==> src/rtl/ah_merge_pkg.sv <==
// Shared constants and types for the round-robin merge stage.
package ah_merge_pkg;

  localparam int DATA_W    = 85;
  localparam int NUM_ING   = 15;
  localparam int SRC_W     = $clog2(NUM_ING);

  // Depth of the registered egress buffer; two entries give full
  // throughput while keeping ingress ready a function of registered state.
  localparam int BUF_DEPTH = 2;

  // Buffer occupancy counter (0..BUF_DEPTH)
  typedef logic [1:0] cnt_t;

  // One buffered beat: originating channel plus payload
  typedef struct packed {
    logic [SRC_W-1:0]  src;
    logic [DATA_W-1:0] data;
  } beat_t;

endpackage

==> src/rtl/ah_rr_arbiter.sv <==
// Rotating-priority arbiter: searches req upward from (last_grant+1) mod
// NUM_ING and remembers the winner only when the caller says the grant
// was actually consumed (advance), so a stalled grant keeps its slot.
module ah_rr_arbiter #(
  parameter int NUM_ING = 15,
  parameter int SRC_W   = $clog2(NUM_ING)
) (
  input  logic               clk,
  input  logic               rst_n,
  input  logic [NUM_ING-1:0] req,
  input  logic               advance,
  output logic [NUM_ING-1:0] gnt_onehot,
  output logic [SRC_W-1:0]   gnt_idx
);
  import ah_merge_pkg::*;

  // Reset pointer sits on the last channel so channel 0 wins first.
  localparam logic [SRC_W-1:0] LAST_RST = SRC_W'(NUM_ING - 1);
  // One extra bit so last+k (max 2*NUM_ING-1) never overflows before wrap.
  localparam logic [SRC_W:0]   N_W      = (SRC_W + 1)'(NUM_ING);

  logic [SRC_W-1:0] last_q, last_d;
  logic [SRC_W:0]   cand;
  logic             found;

  // Priority search: first requesting index after the last grant, wrapping
  always_comb begin
    found   = 1'b0;
    gnt_idx = '0;
    cand    = '0;
    for (int k = 1; k <= NUM_ING; k++) begin
      cand = {1'b0, last_q} + (SRC_W + 1)'(k);
      if (cand >= N_W) cand = cand - N_W;
      if (!found && req[cand[SRC_W-1:0]]) begin
        found   = 1'b1;
        gnt_idx = cand[SRC_W-1:0];
      end
    end
  end

  // One-hot view of the grant; all zero when nothing requests
  always_comb begin
    gnt_onehot = '0;
    for (int i = 0; i < NUM_ING; i++) begin
      gnt_onehot[i] = found && (gnt_idx == SRC_W'(i));
    end
  end

  // Pointer moves only on a consumed grant
  always_comb begin
    last_d = last_q;
    if (advance) last_d = gnt_idx;
  end

  // Pointer register
  always_ff @(posedge clk or negedge rst_n) begin
    if (!rst_n) last_q <= LAST_RST;
    else        last_q <= last_d;
  end

endmodule

==> src/rtl/ah_rr_merge.sv <==
// Merge stage: round-robin arbitration across NUM_ING valid/ready ingress
// channels into a 2-entry registered egress buffer that also carries the
// source index. Ingress ready depends only on buffer occupancy, so the
// downstream egr_ready never reaches the upstream ready chain.
module ah_rr_merge #(
  parameter int DATA_W  = ah_merge_pkg::DATA_W,
  parameter int NUM_ING = ah_merge_pkg::NUM_ING,
  parameter int SRC_W   = $clog2(NUM_ING)
) (
  input  logic                      clk,
  input  logic                      rst_n,
  input  logic [NUM_ING*DATA_W-1:0] ing_data,
  input  logic [NUM_ING-1:0]        ing_valid,
  output logic [NUM_ING-1:0]        ing_ready,
  output logic [DATA_W-1:0]         egr_data,
  output logic [SRC_W-1:0]          egr_src,
  output logic                      egr_valid,
  input  logic                      egr_ready
);
  import ah_merge_pkg::*;

  // Local beat type follows this instance's parameters
  typedef struct packed {
    logic [SRC_W-1:0]  src;
    logic [DATA_W-1:0] data;
  } mbeat_t;

  localparam cnt_t DEPTH = cnt_t'(BUF_DEPTH);

  logic [NUM_ING-1:0] gnt_oh;
  logic [SRC_W-1:0]   gnt_idx;
  logic               accept, push, pop;
  mbeat_t             in_beat;
  mbeat_t             head_q, head_d, tail_q, tail_d;
  cnt_t               cnt_q, cnt_d;

  // Registered-state-only accept; held low during reset so no channel
  // sees ready while rst_n is asserted.
  assign accept    = rst_n && (cnt_q < DEPTH);
  assign ing_ready = gnt_oh & {NUM_ING{accept}};
  assign push      = |(ing_valid & ing_ready);
  assign pop       = egr_valid & egr_ready;

  ah_rr_arbiter #(
    .NUM_ING (NUM_ING),
    .SRC_W   (SRC_W)
  ) u_arb (
    .clk        (clk),
    .rst_n      (rst_n),
    .req        (ing_valid),
    .advance    (push),
    .gnt_onehot (gnt_oh),
    .gnt_idx    (gnt_idx)
  );

  // Payload mux driven by the one-hot grant
  always_comb begin
    in_beat.src  = gnt_idx;
    in_beat.data = '0;
    for (int i = 0; i < NUM_ING; i++) begin
      if (gnt_oh[i]) in_beat.data = ing_data[i*DATA_W +: DATA_W];
    end
  end

  // Two-slot buffer: head always drives egress, tail shifts in on pop.
  // Push+pop can only happen at count 1 (count 2 blocks accept, count 0
  // has no valid head), so the new beat lands straight in the head.
  always_comb begin
    head_d = head_q;
    tail_d = tail_q;
    cnt_d  = cnt_q;
    unique case ({push, pop})
      2'b10: begin
        if (cnt_q == '0) head_d = in_beat;
        else             tail_d = in_beat;
        cnt_d = cnt_q + cnt_t'(1);
      end
      2'b01: begin
        if (cnt_q == DEPTH) head_d = tail_q;
        cnt_d = cnt_q - cnt_t'(1);
      end
      2'b11: head_d = in_beat;
      default: ;
    endcase
  end

  // Buffer state registers; reset discards any buffered beats
  always_ff @(posedge clk or negedge rst_n) begin
    if (!rst_n) begin
      head_q <= '0;
      tail_q <= '0;
      cnt_q  <= '0;
    end else begin
      head_q <= head_d;
      tail_q <= tail_d;
      cnt_q  <= cnt_d;
    end
  end

  assign egr_valid = (cnt_q != '0);
  assign egr_data  = head_q.data;
  assign egr_src   = head_q.src;

endmodule

==> config.mk <==
export PLATFORM = sky130hd
export DESIGN_NAME = ah_rr_merge
export DESIGN_NICKNAME = d
export VERILOG_FILES = /design/src/rtl/ah_merge_pkg.sv /design/src/rtl/ah_rr_arbiter.sv /design/src/rtl/ah_rr_merge.sv
export SDC_FILE = /design/constraint.sdc
export NUM_CORES = 1
export LEC_CHECK = 0
export ABC_AREA = 1
export ABC_CLOCK_PERIOD_IN_PS = 10500
export CAP_MARGIN = 40
export CORE_AREA = 5 5 548 550
export CTS_CLUSTER_SIZE = 12
export DETAILED_ROUTE_END_ITERATION = 7
export DIE_AREA = 0 0 553 555
export HOLD_SLACK_MARGIN = 0.05
export PLACE_DENSITY = 0.3
export SLEW_MARGIN = 20
export SYNTH_ARGS = -nofsm -noshare
export SYNTH_HDL_FRONTEND = slang
export SYNTH_SLANG_ARGS = --single-unit
==> constraint.sdc <==
create_clock -name clk -period 10.5 [get_ports clk]
set_input_delay 2.1 -clock clk [delete_from_list [all_inputs] [get_ports clk]]
set_output_delay 2.1 -clock clk [all_outputs]
set_load 0.03 [all_outputs]
==> metrics.md, run 1 <==
| Metric | Value |
|---|---|
| Family with the most delay on the worst path | `simple AND/OR/NAND/NOR gates` |
| Gp weighted congestion | `0.957` |
| CP required | `8.40 ns` |
| Largest net degree at the start of global routing | `115` |
| Worst-case clock buffer depth | `3` |
| CTS Buf Count | `25` |
| Crit path arrival time | `7.21 ns` |
| First-pass DRT Iterations | `5` |
| WP buf/inv | `4` |
| Die Y | `555 um` |
| Synthesized area per cell | `5.36 um2` |
| Avg WL per Cell | `29.5 um` |
| Post-CTS sizing | `0` |
| Vias in the first global route | `36700` |
| Syn Inst Count | `4390` |
| Period utilisation layout | `88.6%` |
| Total GRT Usage | `17.7%` |
| Share of layout cells above drive strength 1 | `5.31%` |
| CP Class | `input port to output port` |
| Fin nets | `6975` |
| Final Critical Period | `9.31 ns` |
| Die Footprint | `307000 um2` |
| Syn_nets | `5702` |
| Cell accounting for the most synthesized area | `nand2_1` |
| Initial Util | `7.96%` |
| Post-DP HPWL | `243000 um` |
| Slowest cell delay on critical path | `0.76 ns` |
| Setup Fix Bufs, Post-CTS | `0` |
| Post-synthesis cell area | `23500 um2` |
| Setup_tns | `0 ns` |
| Main synth FF type | `dfrtp_1` |
| Ys Warns | `0` |
| Rows | `200` |
| Post-synth ARST share | `100%` |
| Fillers | `34500` |
| Total Wirelength | `284000 um` |
| Slew Viols, Final | `0` |
| TritonCTS clock tree | `yes` |
| P&R area growth vs syn | `83.5%` |
| Initial drt markers | `2706` |
| Worst Hold Class | `flip-flop to flip-flop` |
| Fmax | `107 MHz` |
| CTS Hold Buffers Added | `0` |
| Slowest stage cell, crit path | `clkdlybuf4s50_1` |
| Root Buffer | `clkbuf_16` |
| Status | `finished clean` |
| Max-cap viol count | `0` |
| Seq cells post-synth | `184` |
| Unrepaired setup endpoints after global routing | `false` |
| Top post-synthesis cells by count | `1384 x nand2_1, 697 x nand3_1, 649 x nor2_1` |
| Cell repeated most along the worst path | `nor2_1` |
| Synth cell types | `54` |
| Sink Count | `184` |
| CP max FO | `18` |
| Register area share after synthesis | `19.6%` |
| Crit. End Element | `output port` |
| Most frequent cell after synthesis | `nand2_1` |
| Layout Skew | `0.0344 ns` |
| GR Overflow Total | `0` |
| Die width | `553 um` |
| Antenna viol nets, final | `0` |
| Vias | `36000` |
| DRC violations left | `0` |
| First-pass GRT wire length | `364000 um` |
| Measured slew at the worst slew-check pin | `1.00 ns` |
| Clk_lat worst skew | `0.58 ns` |
| Setup violators final | `0` |
| Ports | `1398` |
| Relative slew slack | `33.2%` |
| Initial antenna violation count | `111` |
| Core Area | `295000 um2` |
| Post-synth EDFFs | `0` |
| Hold Violations, Final | `0` |
| Top cells by area, synth | `nand2_1 22%, dfrtp_1 19%, nand3_1 15%, nor2_1 10%, nand4_1 5.7%` |
| Worst-path clk slew | `0.07 ns` |
| Htree depth | `4` |
| CP cell instances | `clkdlybuf4s50_1 > clkinv_1 > nand2_1 > nand3_1 > nand2_1 > nor2_1 > o21ai_0 > nor2_1 > nand3_1 > nand3_1 > nor2_1 > nand3_1 > nor2_1 > nand3_1 > nor2_1 > nand3_2 > nor2_1 > nand2_4 > nor2_1 > buf_4 > clkdlybuf4s50_1` |
| Port Buffers | `1397` |
| Avg Vias per Cell | `3.72` |
| Share of the synthesized area in the top cell type | `22.1%` |
| Nature of the critical path startpoint | `input port` |
-- worst paths after layout --
check / from / endpoint / slack, ns / cells after the start
worst max-delay path: ing_valid[4] / ing_ready[8] / 1.19 / 21
worst min-delay path: egr_data[4]$_DFFE_PN0P_ / egr_data[4]$_DFFE_PN0P_ / 0.48 / 2
worst max register to register: u_arb.last_q[0]$_DFFE_PN0N_ / egr_data[54]$_DFFE_PN0P_ / 2.15 / 37
worst min register to register: egr_data[4]$_DFFE_PN0P_ / egr_data[4]$_DFFE_PN0P_ / 0.48 / 2
max in group asynchronous: rst_n / egr_data[51]$_DFFE_PN0P_ / 7.81 / 2
min in group asynchronous: rst_n / tail_q[23]$_DFFE_PN0P_ / 1.43 / 1
-- flip-flops by register name, indices dropped and copies added (netlist names) --
| register | cells |
|---|---|
| tail_q | 89 |
| u_arb.last_q | 4 |
| egr_data | 85 |
| egr_src | 4 |
| cnt_q | 2 |
-- stage by stage --
step	hold slack (ns)	setup slack (ns)	area, um2	instances	utilization [%]
global route	0.498	0.637	43100	9629	14.6
detailed placement	0.465	1.09	42400	9575	14.3
CTS	0.486	1.05	43000	9608	14.6
finish	0.483	1.19	43100	9652	14.6
global placement	0.464	1.11	42100	9556	14.3
floorplan	0.448	3.22	23500	4390	-
-- area by class of cell --
cell class / instances / area (um2) / area share, %
antenna: 44 / 110 / 0.255
tap: 3939 / 4930 / 11.4
clock inverter: 3 / 17.5 / 0.0406
clock buffer: 30 / 664 / 1.54
sequential: 184 / 4610 / 10.7
multi-input combinational: 3530 / 16200 / 37.5
inverter: 416 / 1600 / 3.70
timing repair buffer: 1506 / 15000 / 34.9
-- layout by cell type, fill, tap and decap left out, types with 12 or more instances in the layout --
cell and instances:
clkdlybuf4s50_1 1396, or2_0 58, inv_2 47, nand4_1 213
nor2_1 648, o21ai_0 104, a31oi_1 46, or2_1 16
nand2_2 25, nand3_1 697, o21ai_1 52, clkbuf_16 25
buf_12 12, or2_2 29, dfrtp_1 180, a21oi_1 138
inv_1 350, buf_4 80, o211ai_1 24, diode_2 44
ha_1 18, nand2_1 1378
-- cells by family after synthesis --
logic type | after synthesis | share of synthesized area (%)
AO/OA/AOI/OAI | 396 | 9.40
XOR/XNOR | 6 | 0.224
adder cells (fa/ha/maj) | 19 | 1.01
buffers and inverters | 676 | 11.8
flip-flops | 184 | 19.6
AND/OR/NAND/NOR | 3109 | 58.0
-- worst reg2reg max path: cells and delay by family, from the launching register on --
family / cells / cell delay, ns
AOI/OAI and AO/OA: 1 / 0.47
adders and majority gates: 2 / 0.79
buffers and inverters: 6 / 1.94
DFF: 1 / 0.39
and+or+nand+nor: 28 / 4.67
-- layer usage --
metal  GRT usage, %  up-vias  part of all wire (%)
li1               -    16800                     -
met1           18.3    17200                    36
met2           33.4     1517                    52
met3           4.98      319                   6.7
met4           6.98       80                   4.6
met5              0        -                  0.19
Power of run 1 is not shown: default switching activity piles up to over one toggle a cycle in this logic, so the estimate is an artifact.
==> run 2: changes to the inputs <==
--- a/config.mk
+++ b/config.mk
@@ -8,10 +8,10 @@
 export ABC_AREA = 1
 export ABC_CLOCK_PERIOD_IN_PS = 10500
 export CAP_MARGIN = 40
-export CORE_AREA = 5 5 548 550
+export CORE_AREA = 2 2 545 547
 export CTS_CLUSTER_SIZE = 12
 export DETAILED_ROUTE_END_ITERATION = 7
-export DIE_AREA = 0 0 553 555
+export DIE_AREA = 0 0 547 549
 export HOLD_SLACK_MARGIN = 0.05
 export PLACE_DENSITY = 0.3
 export SLEW_MARGIN = 20
==> run 2 against run 1 <==
Flip-flop and latch count unchanged. Final cell count about the same. Fmax down 2.5%. Global-route usage down 0.13 points. Cell area down 0.11%. Register-to-register slack worse by 0.46 ns. Via count down 0.24%. First-iteration DRC count down 0.96%. Sequential share of layout area about the same. Worst hold slack worse by 0.0014 ns. Largest cell class unchanged. Highest routed layer unchanged.
==> metrics.md, run 2 (synthesized netlist as in run 1, its figures left out) <==
| Metric | Value |
|---|---|
| Ports | `1398 (unchanged)` |
| Unrepaired setup endpoints after global routing | `false (unchanged)` |
| CTS Hold Buffers Added | `0 (unchanged)` |
| Share of layout cells above drive strength 1 | `5.39% (was 5.31%)` |
| Die Footprint | `300000 um2 (was 307000 um2)` |
| Largest net degree at the start of global routing | `86 (was 115)` |
| CP max FO | `13 (was 18)` |
| R2r setup slk | `1.69 ns (was 2.15 ns)` |
| Vias in the first global route | `36700 (about the same)` |
| Sink Count | `184 (unchanged)` |
| DRC violations left | `0 (unchanged)` |
| Worst-path clk slew | `0.08 ns (was 0.07 ns)` |
| Crit. End Element | `output port (unchanged)` |
| Worst-case clock buffer depth | `2 (was 3)` |
| Non-Filler Instances | `9655 (was 9652)` |
| Final Critical Period | `9.54 ns (was 9.31 ns)` |
| Setup Fix Bufs, Post-CTS | `0 (unchanged)` |
| Htree depth | `4 (unchanged)` |
| FF-to-FF path depth | `37 (unchanged)` |
| Max-cap viol count | `0 (unchanged)` |
| Max reg flops | `89 (unchanged)` |
| Hold Violations, Final | `0 (unchanged)` |
| CP Class | `flip-flop to output port (was input port to output port)` |
| Core Area | `295000 um2 (about the same)` |
| Placed cell count | `9578 (was 9575)` |
| Root Buffer | `clkbuf_16 (unchanged)` |
| Post-DP HPWL | `234000 um (was 243000 um)` |
| Slew Viols, Final | `0 (unchanged)` |
| CTS Buf Count | `17 (was 25)` |
| Die width | `547 um (was 553 um)` |
| Final Cell Area | `43100 um2 (about the same)` |
| Start point of the worst hold path | `egr_data[2]$_DFFE_PN0P_ (was egr_data[4]$_DFFE_PN0P_)` |
| First-pass DRT Iterations | `6 (was 5)` |
| Gp weighted congestion | `0.990 (was 0.957)` |
| Worst Hold Class | `flip-flop to flip-flop (unchanged)` |
| Measured slew at the worst slew-check pin | `0.912 ns (was 1.00 ns)` |
| Avg Vias per Cell | `3.71 (was 3.72)` |
| Status | `finished clean (unchanged)` |
| Total Wirelength | `274000 um (was 284000 um)` |
| Setup violators final | `0 (unchanged)` |
| TritonCTS clock tree | `yes (unchanged)` |
| P&R area growth vs syn | `83.3% (was 83.5%)` |
| Fmax | `105 MHz (was 107 MHz)` |
| Layout Skew | `0.0148 ns (was 0.0344 ns)` |
| Total GRT Usage | `17.5% (was 17.7%)` |
| Leading cell type in the layout, fill and taps excluded | `clkdlybuf4s50_1 (unchanged)` |
| Setup_tns | `0 ns (unchanged)` |
| Initial Util | `7.97% (was 7.96%)` |
| Rows | `200 (unchanged)` |
| GR Overflow Total | `0 (unchanged)` |
| Slowest stage cell, crit path | `clkdlybuf4s50_1 (unchanged)` |
| Area after DPL | `42400 um2 (about the same)` |
| CP required | `8.40 ns (about the same)` |
| First-pass GRT wire length | `353000 um (was 364000 um)` |
| Fillers | `34500 (about the same)` |
| Port Buffers | `1397 (unchanged)` |
| Clk_lat worst skew | `0.54 ns (was 0.58 ns)` |
| Initial antenna violation count | `103 (was 111)` |
| Post-CTS sizing | `0 (unchanged)` |
| Relative slew slack | `39.2% (was 33.2%)` |
| Nature of the critical path startpoint | `flip-flop (was input port)` |
| Crit path arrival time | `7.44 ns (was 7.21 ns)` |
| Antenna viol nets, final | `0 (unchanged)` |
| WHS Endpoint | `egr_data[2]$_DFFE_PN0P_ (was egr_data[4]$_DFFE_PN0P_)` |
| Initial drt markers | `2680 (was 2706)` |
| Slowest cell delay on critical path | `0.81 ns (was 0.76 ns)` |
| Most frequent cells in the layout | `1396 x clkdlybuf4s50_1, 1378 x nand2_1, 697 x nand3_1, 648 x nor2_1, 350 x inv_1 (unchanged)` |
| Worst r2r src | `u_arb.last_q[1]$_DFFE_PN1N_ (was u_arb.last_q[0]$_DFFE_PN0N_)` |
| Reg2reg end | `egr_data[79]$_DFFE_PN0P_ (was egr_data[54]$_DFFE_PN0P_)` |
| Period utilisation layout | `90.9% (was 88.6%)` |
| Avg WL per Cell | `28.4 um (was 29.5 um)` |
| Vias | `35900 (was 36000)` |
| Die Y | `549 um (was 555 um)` |
| Hold Path Depth | `2 (unchanged)` |
| Fin nets | `6974 (was 6975)` |
| Biggest register | `tail_q (unchanged)` |
[run 2: layer usage]
metal | routed length (um) | vias to the layer above | track usage (%) | part of all wire (%)
met5 | 265 | - | 0 | 0.097
met4 | 11900 | 40 | 6.88 | 4.4
met3 | 18800 | 253 | 4.35 | 6.9
met2 | 141000 | 1589 | 32.7 | 52
met1 | 102000 | 17200 | 18.8 | 37
li1 | - | 16800 | - | -
[run 2: how the worst max path moves through the flow]
stage | from | endpoint | slack [ns] | cells after the start
finish | u_arb.last_q[1]$_DFFE_PN1N_ | ing_ready[14] | 0.96 | 28
global route | u_arb.last_q[1]$_DFFE_PN1N_ | ing_ready[14] | 0.34 | 28
CTS | u_arb.last_q[1]$_DFFE_PN1N_ | ing_ready[14] | 0.73 | 28
detailed placement | ing_valid[6] | ing_ready[1] | 1.04 | 21
global placement | ing_valid[6] | ing_ready[1] | 0.98 | 21
floorplan | ing_valid[8] | ing_ready[13] | 3.22 | 23
[run 2: worst max-delay path: cells and delay by family, from the launching register on]
kind                     cells  cell delay [ns]
AO/OA/AOI/OAI                1             0.48
adder cells (fa/ha/maj)      1             0.57
buffers and inverters        5             1.70
flip-flops                   1             0.71
AND/OR/NAND/NOR             21             3.42
[run 2: layout make-up]
class | count | area, um2 | share of cell area, %
antenna | 42 | 105 | 0.244
clock buffer | 21 | 460 | 1.07
clock inverter | 10 | 86.3 | 0.200
inverter | 416 | 1600 | 3.71
multi-input combinational | 3530 | 16200 | 37.5
sequential | 184 | 4610 | 10.7
tap | 3939 | 4930 | 11.4
timing repair buffer | 1513 | 15100 | 35.1
[run 2: per-stage QoR]
| stage | setup slack (ns) | hold WS [ns] | utilization [%] |
|---|---|---|---|
| after CTS | 0.733 | 0.486 | 14.6 |
| after floorplan | 3.22 | 0.448 | - |
| final | 0.960 | 0.482 | 14.6 |
| after global placement | 0.978 | 0.464 | 14.3 |
| after detailed placement | 1.04 | 0.465 | 14.4 |
| after global routing | 0.336 | 0.501 | 14.6 |
Power of run 2 is left out for the same reason.
